**src/rtl/write_dma_packer_if.sv**
```systemverilog
// Memory-write bus between the packer (master) and the Switch/external_memory side (slave).
interface write_dma_packer_if;
    logic        HREADY;
    logic [1:0]  o_HTRANS;
    logic [31:0] mem_WR_addr;
    logic        mem_write_flag;
    logic [31:0] HWDATA_toMem;

    modport master (
        input  HREADY,
        output o_HTRANS, mem_WR_addr, mem_write_flag, HWDATA_toMem
    );

    modport slave (
        output HREADY,
        input  o_HTRANS, mem_WR_addr, mem_write_flag, HWDATA_toMem
    );
endinterface

```
**src/rtl/write_dma_packer.sv**
```systemverilog
// Packs the received byte stream into little-endian 32-bit words, buffers them in a small FIFO
// and writes them to consecutive addresses of the armed DMA region as a bus master.
module write_dma_packer #(
    parameter int unsigned FIFO_DEPTH  = 4,
    parameter int unsigned ADDR_STRIDE = 4
) (
    input  logic                    HCLK,
    input  logic                    HRESET,
    input  logic                    i_WriteSystemStart,
    input  logic [7:0]              i_serialized_input,
    input  logic                    i_serialized_input_vld,
    input  logic [5:0]              i_RCC_BUFFER_LENGTH,
    input  logic [15:0]             i_RCC_DMA_ADDR_HIGH,
    input  logic [15:0]             i_RCC_DMA_ADDR_LOW,
    write_dma_packer_if.master      bus,
    output logic                    slave_done,
    output logic                    o_busy,
    output logic [15:0]             o_Bytes_Counter,
    output logic [1:0]              o_Deserialize_Counter,
    output logic                    o_overflow
);
    localparam int unsigned PW = (FIFO_DEPTH > 1) ? $clog2(FIFO_DEPTH) : 1;
    localparam int unsigned CW = PW + 1;
    localparam int unsigned LW = 7;

    typedef enum logic [1:0] {S_IDLE, S_REQ, S_WRITE, S_DONE} state_t;

    state_t          r_state, w_state_nxt;
    logic            r_busy;
    logic [LW-1:0]   r_len, r_pk_cnt;
    logic [31:0]     r_next_addr;
    logic [1:0]      r_lane;
    logic [23:0]     r_word;
    logic [15:0]     r_bytes;
    logic            r_ovf;
    logic [31:0]     r_fifo [FIFO_DEPTH];
    logic [PW-1:0]   r_wptr, r_rptr;
    logic [CW-1:0]   r_count;
    logic            r_wr_flag, r_done;
    logic [31:0]     r_addr, r_data;

    logic            w_start, w_accept, w_word_done, w_full, w_empty, w_pop, w_push, w_last;
    logic [31:0]     w_word;
    logic [1:0]      w_htrans;

    assign w_start     = i_WriteSystemStart && (r_state == S_IDLE) && !r_busy;
    assign w_accept    = r_busy && i_serialized_input_vld && (r_pk_cnt < r_len);
    assign w_word_done = w_accept && (r_lane == 2'd3);
    assign w_word      = {i_serialized_input, r_word};
    assign w_full      = (r_count == CW'(FIFO_DEPTH));
    assign w_empty     = (r_count == '0);
    assign w_pop       = (r_state == S_REQ) && !w_empty && bus.HREADY;
    assign w_push      = w_word_done && (!w_full || w_pop);
    // All packed words accounted for and nothing left to drain (dropped words never get written).
    assign w_last      = (r_pk_cnt == r_len) && w_empty;

    // Bus FSM next state and bus request
    always_comb begin
        w_state_nxt = r_state;
        w_htrans    = 2'b00;
        case (r_state)
            S_IDLE:  if (r_busy) w_state_nxt = S_REQ;
            S_REQ: begin
                if (!w_empty) w_htrans = 2'b10;
                if (w_pop) w_state_nxt = S_WRITE;
            end
            S_WRITE: w_state_nxt = w_last ? S_DONE : S_REQ;
            S_DONE:  w_state_nxt = S_IDLE;
            default: w_state_nxt = S_IDLE;
        endcase
    end

    always_ff @(posedge HCLK) begin
        if (HRESET) r_state <= S_IDLE;
        else        r_state <= w_state_nxt;
    end

    // Transfer control, byte packing and FIFO bookkeeping
    always_ff @(posedge HCLK) begin
        if (HRESET) begin
            r_busy      <= 1'b0;
            r_len       <= '0;
            r_pk_cnt    <= '0;
            r_next_addr <= '0;
            r_lane      <= '0;
            r_word      <= '0;
            r_bytes     <= '0;
            r_ovf       <= 1'b0;
            r_wptr      <= '0;
            r_rptr      <= '0;
            r_count     <= '0;
            r_wr_flag   <= 1'b0;
            r_addr      <= '0;
            r_data      <= '0;
            r_done      <= 1'b0;
        end else begin
            if (w_start) begin
                r_busy      <= 1'b1;
                r_len       <= (i_RCC_BUFFER_LENGTH == 6'd0) ? LW'(64) : LW'(i_RCC_BUFFER_LENGTH);
                r_pk_cnt    <= '0;
                r_next_addr <= {i_RCC_DMA_ADDR_HIGH, i_RCC_DMA_ADDR_LOW};
                r_lane      <= '0;
                r_word      <= '0;
                r_bytes     <= '0;
                r_ovf       <= 1'b0;
            end else if (r_state == S_DONE) begin
                r_busy <= 1'b0;
            end

            if (w_accept) begin
                r_lane  <= r_lane + 2'd1;
                r_bytes <= r_bytes + 16'd1;
                case (r_lane)
                    2'd0:    r_word[7:0]   <= i_serialized_input;
                    2'd1:    r_word[15:8]  <= i_serialized_input;
                    2'd2:    r_word[23:16] <= i_serialized_input;
                    default: r_word        <= r_word;
                endcase
            end
            if (w_word_done) begin
                r_pk_cnt <= r_pk_cnt + LW'(1);
                if (!w_push) r_ovf <= 1'b1;
            end

            if (w_push) r_wptr <= r_wptr + PW'(1);
            if (w_pop)  r_rptr <= r_rptr + PW'(1);
            case ({w_push, w_pop})
                2'b10:   r_count <= r_count + CW'(1);
                2'b01:   r_count <= r_count - CW'(1);
                default: r_count <= r_count;
            endcase

            r_wr_flag <= w_pop;
            if (w_pop) begin
                r_addr      <= r_next_addr;
                r_data      <= r_fifo[r_rptr];
                r_next_addr <= r_next_addr + 32'(ADDR_STRIDE);
            end
            r_done <= (r_state == S_WRITE) && w_last;
        end
    end

    // Word storage needs no reset; occupancy is tracked by the pointers
    always_ff @(posedge HCLK) begin
        if (w_push) r_fifo[r_wptr] <= w_word;
    end

    assign bus.o_HTRANS       = w_htrans;
    assign bus.mem_WR_addr    = r_addr;
    assign bus.mem_write_flag = r_wr_flag;
    assign bus.HWDATA_toMem   = r_data;
    assign slave_done            = r_done;
    assign o_busy                = r_busy;
    assign o_Bytes_Counter       = r_bytes;
    assign o_Deserialize_Counter = r_lane;
    assign o_overflow            = r_ovf;
endmodule
```
**src/flat_wrapper.sv**
```systemverilog
// flat-port wrapper written by rule: the top's interface ports become plain ports
module write_dma_packer_flat 
#(
    parameter int unsigned FIFO_DEPTH  = 4,
    parameter int unsigned ADDR_STRIDE = 4
)
  (HCLK, HRESET, i_WriteSystemStart, i_serialized_input, i_serialized_input_vld, i_RCC_BUFFER_LENGTH, i_RCC_DMA_ADDR_HIGH, i_RCC_DMA_ADDR_LOW, slave_done, o_busy, o_Bytes_Counter, o_Deserialize_Counter, o_overflow, bus_HREADY, bus_o_HTRANS, bus_mem_WR_addr, bus_mem_write_flag, bus_HWDATA_toMem);
  write_dma_packer_if bus_i ();
  input  logic HCLK;
  input  logic HRESET;
  input  logic i_WriteSystemStart;
  input  logic [7:0] i_serialized_input;
  input  logic i_serialized_input_vld;
  input  logic [5:0] i_RCC_BUFFER_LENGTH;
  input  logic [15:0] i_RCC_DMA_ADDR_HIGH;
  input  logic [15:0] i_RCC_DMA_ADDR_LOW;
  output logic slave_done;
  output logic o_busy;
  output logic [15:0] o_Bytes_Counter;
  output logic [1:0] o_Deserialize_Counter;
  output logic o_overflow;
  input wire logic [$bits(bus_i.HREADY)-1:0] bus_HREADY;
  output wire logic [$bits(bus_i.o_HTRANS)-1:0] bus_o_HTRANS;
  output wire logic [$bits(bus_i.mem_WR_addr)-1:0] bus_mem_WR_addr;
  output wire logic [$bits(bus_i.mem_write_flag)-1:0] bus_mem_write_flag;
  output wire logic [$bits(bus_i.HWDATA_toMem)-1:0] bus_HWDATA_toMem;
  assign bus_i.HREADY = bus_HREADY;
  assign bus_o_HTRANS = bus_i.o_HTRANS;
  assign bus_mem_WR_addr = bus_i.mem_WR_addr;
  assign bus_mem_write_flag = bus_i.mem_write_flag;
  assign bus_HWDATA_toMem = bus_i.HWDATA_toMem;
  write_dma_packer #(.FIFO_DEPTH(FIFO_DEPTH), .ADDR_STRIDE(ADDR_STRIDE)) u_core (.HCLK(HCLK), .HRESET(HRESET), .i_WriteSystemStart(i_WriteSystemStart), .i_serialized_input(i_serialized_input), .i_serialized_input_vld(i_serialized_input_vld), .i_RCC_BUFFER_LENGTH(i_RCC_BUFFER_LENGTH), .i_RCC_DMA_ADDR_HIGH(i_RCC_DMA_ADDR_HIGH), .i_RCC_DMA_ADDR_LOW(i_RCC_DMA_ADDR_LOW), .bus(bus_i), .slave_done(slave_done), .o_busy(o_busy), .o_Bytes_Counter(o_Bytes_Counter), .o_Deserialize_Counter(o_Deserialize_Counter), .o_overflow(o_overflow));
endmodule
```
**config.mk**
```make
export PLATFORM = sky130hd
export DESIGN_NAME = write_dma_packer_flat
export DESIGN_NICKNAME = d
export VERILOG_FILES = /design/src/rtl/write_dma_packer_if.sv /design/src/rtl/write_dma_packer.sv /design/src/flat_wrapper.sv
export SDC_FILE = /design/constraint.sdc
export NUM_CORES = 1
export LEC_CHECK = 0
export ABC_AREA = 1
export BUFFER_PORTS_ARGS = -buffer_cell sky130_fd_sc_hd__buf_2
export CORE_MARGIN = 2
export CORE_UTILIZATION = 35
export CTS_CLUSTER_SIZE = 30
export DETAILED_ROUTE_END_ITERATION = 16
export GPL_TIMING_DRIVEN = 0
export PLACE_DENSITY_LB_ADDON = 0.08
export SETUP_SLACK_MARGIN = 0.4
export SYNTH_ARGS = -nofsm -noshare
export SYNTH_HDL_FRONTEND = slang
export SYNTH_SLANG_ARGS = --single-unit
```
**constraint.sdc**
```tcl
create_clock -name HCLK -period 4.9 [get_ports HCLK]
set_input_delay 0.98 -clock HCLK [delete_from_list [all_inputs] [get_ports HCLK]]
set_output_delay 0.98 -clock HCLK [all_outputs]
set_load 0.02 [all_outputs]
```
# [After elaboration in Yosys (flattened, before gate mapping)]
# Memories as Yosys holds them, arrays and structs flattened. A register that Yosys moved wholly into a read port is not among the register bits.
# Index checks and enable logic that the tools add are counted.
[word_totals] elab_cells=97 mem_count=1 out_inout_bits=88 inputBits=51 regBits=133 ramBits=128
[mem_list] name="u_core.r_fifo" depth=4 width=32 read_ports=1 rd_clocked_by_memory_dff=1 wr=1 line="write_dma_packer.sv:36" source="logic [31:0] r_fifo [FIFO_DEPTH];"
[classes] n_lt_le_gt_ge=1 n_reduce_logical=27 muxes=28 add_sub_neg=8 n_eq_ne=15
[ops] operator="32-bit two-way mux" n=2
[ops] operator="24-bit two-way mux" n=2
[ops] operator="8-bit case mux with 2 select lines" n=3
[ops] operator="32-bit by 3-bit adder with 32-bit output (second input constant)" n=1
[ops] operator="16-bit two-way mux" n=2
[ops] operator="7-bit two-way mux" n=3
[ops] operator="16-bit by 1-bit adder with 16-bit output (second input constant)" n=1
[ops] operator="2-bit two-way mux" n=7
[ops] operator="2-bit equality test (second input constant)" n=5
[ops] operator="1-bit logical AND" n=10
[ops] operator="2-bit nonzero test" n=5
[ops] operator="3-bit inequality test (second input constant)" n=3
[ops] operator="2-bit case mux with 4 select lines" n=1
[ops] operator="7-bit by 1-bit adder with 7-bit output (second input constant)" n=1
[ops] operator="7-bit equality test" n=1
[ops] operator="7-bit < comparator" n=1
[ops] operator="1-bit two-way mux" n=7
[ops] operator="2-bit by 1-bit adder with 2-bit output (second input constant)" n=3
[ops] operator="2-bit by 1-bit equality test with 1-bit output (second input constant)" n=3
[ops] operator="6-bit zero test" n=1
[ops] operator="3-bit case mux with 2 select lines" n=1
[ops] operator="2-bit OR reduction" n=3
[ops] operator="2-bit zero test" n=2
[ops] operator="2-bit by 1-bit inequality test with 1-bit output (second input constant)" n=2
[ops] operator="other kinds (7)" n=9

# [Depth between registers and ports, before layout]
# Gate-level depths: netlist of the first run.
[depth] depth_word=8 mapped_depth=15 depth_no_buf=15

# [Worst setup path after synthesis of the first run]
# OpenSTA, ideal clock, no wires.
[synth_timing] kind="input -> register" start="input i_serialized_input_vld" end="memory u_core.r_fifo[0][0] (enable)" t_required_ns=4.479 arrival_time_ns=3.057 path_slack_ns=1.422 setup_ns=0.421 stages=8 n_path_buf=0 cell_sequence="nand2_1 nor2_1 nand2_2 nor2_8 nand2_8 inv_2 nand2_2 nor2_1"
[synth_between] elab_chain_len=6
[synth_rtl] item="start: declaration" line="flat_wrapper.sv:13" source="input logic i_serialized_input_vld;"
[synth_rtl] item="1-bit logical AND (2 in a row)" line="write_dma_packer.sv:47" source="assign w_accept = r_busy && i_serialized_input_vld && (r_pk_cnt < r_len);"
[synth_rtl] item="1-bit logical AND" line="write_dma_packer.sv:48" source="assign w_word_done = w_accept && (r_lane == 2'd3);"
[synth_rtl] item="1-bit logical AND" line="write_dma_packer.sv:53" source="assign w_push = w_word_done && (!w_full || w_pop);"
[synth_rtl] item="1-bit two-way mux" line="write_dma_packer.sv:145" source="if (w_push) r_fifo[r_wptr] <= w_word;"
[synth_rtl] item="1-bit two-way mux (not written as such)" line="write_dma_packer.sv:145"
[synth_rtl] item="end: declaration" line="write_dma_packer.sv:36"
# Every way passes these cells.

# [Worst setup path after layout of the first run]
[layout_timing] start="register u_core.r_pk_cnt[2]" end="memory u_core.r_fifo[0][9] (enable)"
[layout_between] elab_chain_len=6
[layout_rtl] item="start: declaration" line="write_dma_packer.sv:30" source="logic [LW-1:0] r_len, r_pk_cnt;"
[layout_rtl] item="start signal: assignment" line="write_dma_packer.sv:121" source="r_pk_cnt <= r_pk_cnt + LW'(1);"
[layout_rtl] item="7-bit < comparator" line="write_dma_packer.sv:47"
[layout_rtl] item="1-bit logical AND" line="write_dma_packer.sv:47"
[layout_rtl] item="1-bit logical AND" line="write_dma_packer.sv:48"
[layout_rtl] item="1-bit logical AND" line="write_dma_packer.sv:53"
[layout_rtl] item="1-bit two-way mux" line="write_dma_packer.sv:145"
[layout_rtl] item="1-bit two-way mux (not written as such)" line="write_dma_packer.sv:145"
# Every way passes these cells.

==> results of run 1 <==
-- layout by cell type, fill, tap and decap left out, drive strengths merged, types with 66 or more instances in the layout --
master  count
nand3      66
a21oi      93
nand2     219
clkbuf     92
o21ai     169
edfxtp    128
dfxtp     165
buf       169
nor2      224
inv        97
-- worst max-delay path: cells and delay by family (launching register included) --
kind                     cells  cell delay, ns
AND/OR/NAND/NOR              8            1.54
flip-flops                   1            0.42
adder cells (fa/ha/maj)      1            0.27
buffers and inverters        2            0.37
-- logic make-up (layout without fill, tap and decap cells) --
kind of cell / Yosys count / in the layout / share of synthesized area, %
AND/OR/NAND/NOR: 542 / 542 / 19.0
AO/OA/AOI/OAI: 318 / 318 / 14.2
flip-flops: 293 / 293 / 59.0
buffers and inverters: 162 / 366 / 5.49
adder cells (fa/ha/maj): 18 / 18 / 1.92
XOR/XNOR: 5 / 5 / 0.362
other: 1 / 1 / 0.0310
-- flip-flops by register name, indices dropped and copies added (netlist names) --
signal                        count
u_core.bus.HWDATA_toMem          32
u_core.bus.mem_WR_addr           32
u_core.bus.mem_write_flag         1
u_core.o_Bytes_Counter           16
u_core.o_Deserialize_Counter      2
u_core.o_busy                     1
u_core.o_overflow                 1
u_core.r_count                    3
u_core.r_fifo                   128
u_core.r_len                      7
u_core.r_next_addr               32
u_core.r_pk_cnt                   7
u_core.r_rptr                     2
u_core.r_state                    2
u_core.r_word                    24
u_core.r_wptr                     2
u_core.slave_done                 1
-- path summary, 6_finish.rpt --
| path | slack (ns) | to |
|---|---|---|
| setup / recovery | 1.99 | u_core.r_fifo[0][9]$_DFFE_PP_ |
| hold / removal | 0.46 | u_core.bus.mem_WR_addr[0]$_SDFFE_PP0N_ |
| setup reg to reg | 1.99 | u_core.r_fifo[0][9]$_DFFE_PP_ |
| hold reg to reg | 0.46 | u_core.bus.mem_WR_addr[0]$_SDFFE_PP0N_ |
-- power breakdown --
| group | internal, uW | switching [uW] | leakage [uW] |
|---|---|---|---|
| Combinational | 80.7 | 182 | 0.00265 |
| Clock | 1470 | 1030 | 0.000542 |
| Sequential | 2570 | 33.6 | 0.00251 |
| Total | 4120 | 1240 | 0.00570 |
-- metal layers --
layer  vias to the layer above  wire [um]  track usage, %  share of wire (%)
met4                         0        802            5.37                2.2
met2                       244      16800            33.5                 47
met1                      4562      16500            27.0                 46
met5                         -          0               0                  0
met3                        54       1970            3.69                5.5
li1                       4928          -               -                  -
-- final cells by class --
class | count | share of cell area [%]
Sequential cell | 293 | 49.0
Multi-Input combinational cell | 884 | 29.7
Clock buffer | 54 | 7.12
Timing Repair Buffer | 140 | 5.32
Tap cell | 455 | 3.90
Inverter | 95 | 2.44
Buffer | 67 | 2.11
Clock inverter | 10 | 0.455
-- per-stage QoR --
step | hold WS (ns) | cell area (sq um) | utilization, % | TNS, ns | power, uW
3_3_place_gp | 0.449 | 13400 | 39.0 | -20.68 | 2920
5_1_grt | 0.475 | 14600 | 42.5 | 0 | 5560
6_report | 0.462 | 14600 | 42.5 | 0 | 5360
4_1_cts | 0.464 | 14600 | 42.5 | 0 | 5430
2_1_floorplan | 0.433 | 12100 | - | 0 | 2810
3_5_place_dp | 0.453 | 13500 | 39.3 | 0 | 2920
-- cell usage after synthesis (all sizes together) (4+ instances only) --
master  instances
nor2          224
nand2         219
o21ai         169
dfxtp         165
edfxtp        128
inv            94
a21oi          93
nand3          66
clkbuf         38
o22ai          34
buf            29
ha             17
nand4          14
nand3b          6
nor3            6
o211ai          6
or2             4
==> qor.yml, run 1 <==
outcome: "finished, final reports clean"
grt_overflow: 0
fmax_mhz: 343
hp-class: "reg2reg"
routedWlPerCell_um: 18.1
final.period_utilization_pct: 59.4
synth-seq-cells: 293
die_area_sq_um: 36100
seq_area_sq_um: 7150
maxCapViolations: 0
fin_ws_ns: 1.99
core-area_sq_um: 34300
required_ns: 5.12
timing.clock.skew_ns: 0.0217
fin_nets: 1585
dp_slack_ns: 1.59
tritoncts: "done"
fp.dieH_um: 190
start_util_pct: 35.3
slew_viol_final: 0
peakVddDrop_uv: 247
yosysWarnings: 0
cp_slowest_cell: "nor2_4"
powerDensity_nw_per_um2: 368
min_from: "u_core.r_next_addr[0]$_SDFFE_PP0P_"
stdcell_count: 1998
grt_pass1_vias: 9403
yosysUniqueCellTypes: 47
io_pins: 139
finalSetupViolations: 0
cts-root-buf: "clkbuf_16"
syn_area_sq_um: 12100
startpoint_type: "flip-flop"
portBuffers: 136
wirelength_um: 36100
path_class: "reg2reg"
die_x_um: 190
placed_cells: 1934
cts_buffers: 35
worstMarginPinSlew_ns: 0.848
clock_sinks: 293
gp_congestion: 0.817
grt_pass1_wl_um: 55500
postCtsSetupRepairBufs: 0
cts-hold-fix-buffers: 0
dp_hpwl_um: 24800
multiInputGateArea_sq_um: 4330
synthFlopType: "dfxtp_1"
vias: 9788
insertion_delay_ns: 0.52
worstReg2RegStart: "u_core.r_pk_cnt[2]$_SDFFE_PP0P_"
path_cells: "ha_1 > nand2_1 > nand2_1 > nor2_1 > nor2_4 > nor2_8 > nand2_8 > inv_2 > nand2_2 > nor2_4 > buf_16"
cts_max_level: 2
synth_edf_count: 128
drtAntennaViolNets: 0
grt_max_degree: 23
ys_top_cells_by_area: "edfxtp_1, dfxtp_1, o21ai_0, nand2_1, nor2_1"
row_count: 68
hold_viol_final: 0
min_period_ns: 2.91
r2r_cells: 11
syn_area_per_cell_sq_um: 9.04
drive_gt1_share_pct: 16.5
drc: 0
holdPathStages: 2
seq_area_frac_synth_pct: 59.0
grtUsageTotal_pct: 20.1
ctsResizeCount: 0
clkTransAtPathRegs_ns: 0.06
max_stage_delay_ns: 0.64
diodes: 0
synth_nets: 1408
syn2layout_area_growth_pct: 20.5
arrival_ns: 3.14
syn_inst: 1339
crit_fanout: 19
async_flop_share_pct: 0
viasPerCell: 4.90
fill_cells: 3528
leakagePower_uw: 0.00570
drt_iter0_drc: 510
rsz0062_at_grt: "no"
antenna_found_initial: 0
slew-limit-headroom_pct: 43.4
synth_top_area_cell: "edfxtp_1"
crit_start: "u_core.r_pk_cnt[2]$_SDFFE_PP0P_"
yosysTopAreaCellShare_pct: 31.7
cts_buffer_depth: 3
cp-end-kind: "flip-flop"
drt_first_pass_iters: 6
Power figures use the tool's default switching activity.
==> run 2, diff against run 1 <==
==> constraint.sdc (replaced) <==
create_clock -name HCLK -period 2.6 [get_ports HCLK]
set_input_delay 0.52 -clock HCLK [delete_from_list [all_inputs] [get_ports HCLK]]
set_output_delay 0.52 -clock HCLK [all_outputs]
set_load 0.02 [all_outputs]
==> run 2 against run 1 <==
Die area stayed put. Cell count is 1.5% higher. Routed wire length is 4.6% higher. Sequential cell count stayed put. Register-to-register slack worse by 1.5 ns. Setup slack worse by 1.5 ns. Highest routed layer unchanged. Utilization is 1.4 points higher. Hold slack worse by 0.18 ns. Combinational power is 100% higher. Global-route usage is 0.74 points higher.
==> qor.yml, run 2 (synthesis results as in run 1) <==
slew_viol_final: 0  # unchanged
cts_buffers: 34  # was 35
cts-root-buf: "clkbuf_16"  # unchanged
fmax_mhz: 468  # was 343 MHz
start_util_pct: 35.3  # unchanged
leakagePower_uw: 0.00586  # was 0.00570 uW
stdcell_count: 2027  # was 1998
path_cells: "ha_4 > nand2_2 > nand2_2 > nor2_4 > nor2_4 > nor2_8 > nand2_8 > inv_8 > nand2_8 > buf_12 > nor2_4 > clkbuf_16"  # was ha_1 > nand2_1 > nand2_1 > nor2_1 > nor2_4 > nor2_8 > nand2_8 > inv_2 > nand2_2 > nor2_4 > buf_16
finalSetupViolations: 0  # unchanged
path_class: "reg2reg"  # unchanged
rsz0062_at_grt: "yes"  # was no
hold_viol_final: 0  # unchanged
die_x_um: 190  # unchanged
outcome: "finished, final reports clean"  # unchanged
crit_fanout: 7  # was 19
crit_family: "simple AND/OR/NAND/NOR gates"  # unchanged
final_common_cell: "nand2_1"  # unchanged
cts_max_level: 2  # unchanged
drt_iter0_drc: 591  # was 510
fill_cells: 3421  # was 3528
fin_nets: 1616  # was 1585
peakVddDrop_uv: 324  # was 247 uV
timing.clock.skew_ns: 0.0164  # was 0.0217 ns
die_area_sq_um: 36100  # unchanged
path_buf_inv: 3  # was 2
diodes: 0  # unchanged
grt_pass1_vias: 9679  # was 9403
clock_sinks: 293  # unchanged
cts-hold-fix-buffers: 0  # unchanged
met3_usage_pct: 2.84  # was 3.69%
cp_slowest_cell: "dfxtp_4"  # was nor2_4
routedWlPerCell_um: 18.6  # was 18.1 um
row_count: 68  # unchanged
portBuffers: 136  # unchanged
mostFrequentLayoutCells: "nand2_1, nor2_1, o21ai_0, buf_2, dfxtp_1"  # was nand2_1, nor2_1, dfxtp_1, o21ai_0, buf_2
slew-limit-headroom_pct: 45.3  # was 43.4%
min_period_ns: 2.14  # was 2.91 ns
max_stage_delay_ns: 0.36  # was 0.64 ns
crit_top_cell: "nor2_4"
cp-end-kind: "flip-flop"  # unchanged
drt_first_pass_iters: 5  # was 6
core-area_sq_um: 34300  # unchanged
final.period_utilization_pct: 82.2  # was 59.4%
drive_gt1_share_pct: 19.5  # was 16.5%
vias: 10000  # was 9788
gp_congestion: 0.860  # was 0.817
cts_buffer_depth: 3  # unchanged
fp.dieH_um: 190  # unchanged
gr-usage-met1_pct: 28.6  # was 27.0%
wirelength_um: 37700  # was 36100 um
top_usage_layer: "met2"  # unchanged
io_pins: 139  # unchanged
startpoint_type: "flip-flop"  # unchanged
seq_area_sq_um: 7160  # was 7150 sq um
largest-register: "u_core.r_fifo"  # unchanged
hp-class: "in2reg"  # was reg2reg
tritoncts: "done"  # unchanged
hold_ws_ns: 0.281  # was 0.462 ns
insertion_delay_ns: 0.51  # was 0.52 ns
worstMarginPinSlew_ns: 0.821  # was 0.848 ns
syn2layout_area_growth_pct: 24.5  # was 20.5%
grtUsageTotal_pct: 20.9  # was 20.1%
drc: 0  # unchanged
use_met2_pct: 34.9  # was 33.5%
maxCapViolations: 0  # unchanged
dp_hpwl_um: 24500  # was 24800 um
powerDensity_nw_per_um2: 661  # was 368 nW/um^2
drtAntennaViolNets: 0  # unchanged
grt_max_degree: 17  # was 23
grt_overflow: 0  # unchanged
viasPerCell: 4.96  # was 4.90
largest_reg_flops: 128  # unchanged
clkTransAtPathRegs_ns: 0.06  # about the same
multiInputGateArea_sq_um: 4530  # was 4330 sq um
required_ns: 2.82  # was 5.12 ns
grt_pass1_wl_um: 57300  # was 55500 um
placed_cells: 1930  # was 1934
arrival_ns: 2.36  # was 3.14 ns
antenna_found_initial: 0  # unchanged
-- run 2: power by group --
group	internal, uW	switching (uW)
clock network	2670	1850
logic	172	365
registers	4840	66.3
total	7690	2280
-- run 2: worst min-delay path, cell delays in order --
cell and delay [ns]:
buf_2 0.10, nand2_1 0.06, a21oi_1 0.06
-- run 2: path summary, 6_finish.rpt --
path / startpoint / to / slack, ns / cells past startpoint
worst max-delay path: u_core.r_pk_cnt[2]$_SDFFE_PP0P_ / u_core.r_fifo[3][19]$_DFFE_PP_ / 0.46 / 12
worst min-delay path: i_RCC_DMA_ADDR_HIGH[0] / u_core.r_next_addr[16]$_SDFFE_PP0P_ / 0.28 / 3
worst max register to register: u_core.r_pk_cnt[2]$_SDFFE_PP0P_ / u_core.r_fifo[3][19]$_DFFE_PP_ / 0.46 / 12
worst min register to register: u_core.bus.mem_WR_addr[13]$_SDFFE_PP0N_ / u_core.bus.mem_WR_addr[13]$_SDFFE_PP0N_ / 0.47 / 2
-- run 2: metal layers --
layer | wire, um | vias to the layer above | part of all wire, %
met3 | 1520 | 58 | 4.0
met1 | 17400 | 4795 | 46
met2 | 18000 | 216 | 48
met4 | 784 | 0 | 2.1
li1 | - | 4977 | -
met5 | 0 | - | 0
-- run 2: what timing repair did --
action,CTS,global route
pin swaps,10,13
setup endpoints to repair,146,111
setup buffers,20,9
resized for setup,7,32
cloned,5,2
-- run 2: final cells by class --
cell class / instances / area share, %
Clock buffer: 52 / 6.43
Inverter: 95 / 2.42
Timing Repair Buffer: 167 / 7.34
Sequential cell: 293 / 47.5
Clock inverter: 9 / 0.473
Tap cell: 455 / 3.78
Multi-Input combinational cell: 889 / 30.0
Buffer: 67 / 2.04
-- run 2: per-stage QoR --
stage	power [uW]	util, %	area [sq um]	setup slack [ns]	setup TNS [ns]
detailed placement	5510	39.1	13400	-0.385	-43.32
finish	9970	44.0	15100	0.463	0
global route	10300	44.0	15100	0.380	0
floorplan	5290	-	12200	0.311	0
global placement	5510	39.1	13400	-0.388	-40.69
CTS	10100	43.3	14900	0.399	0
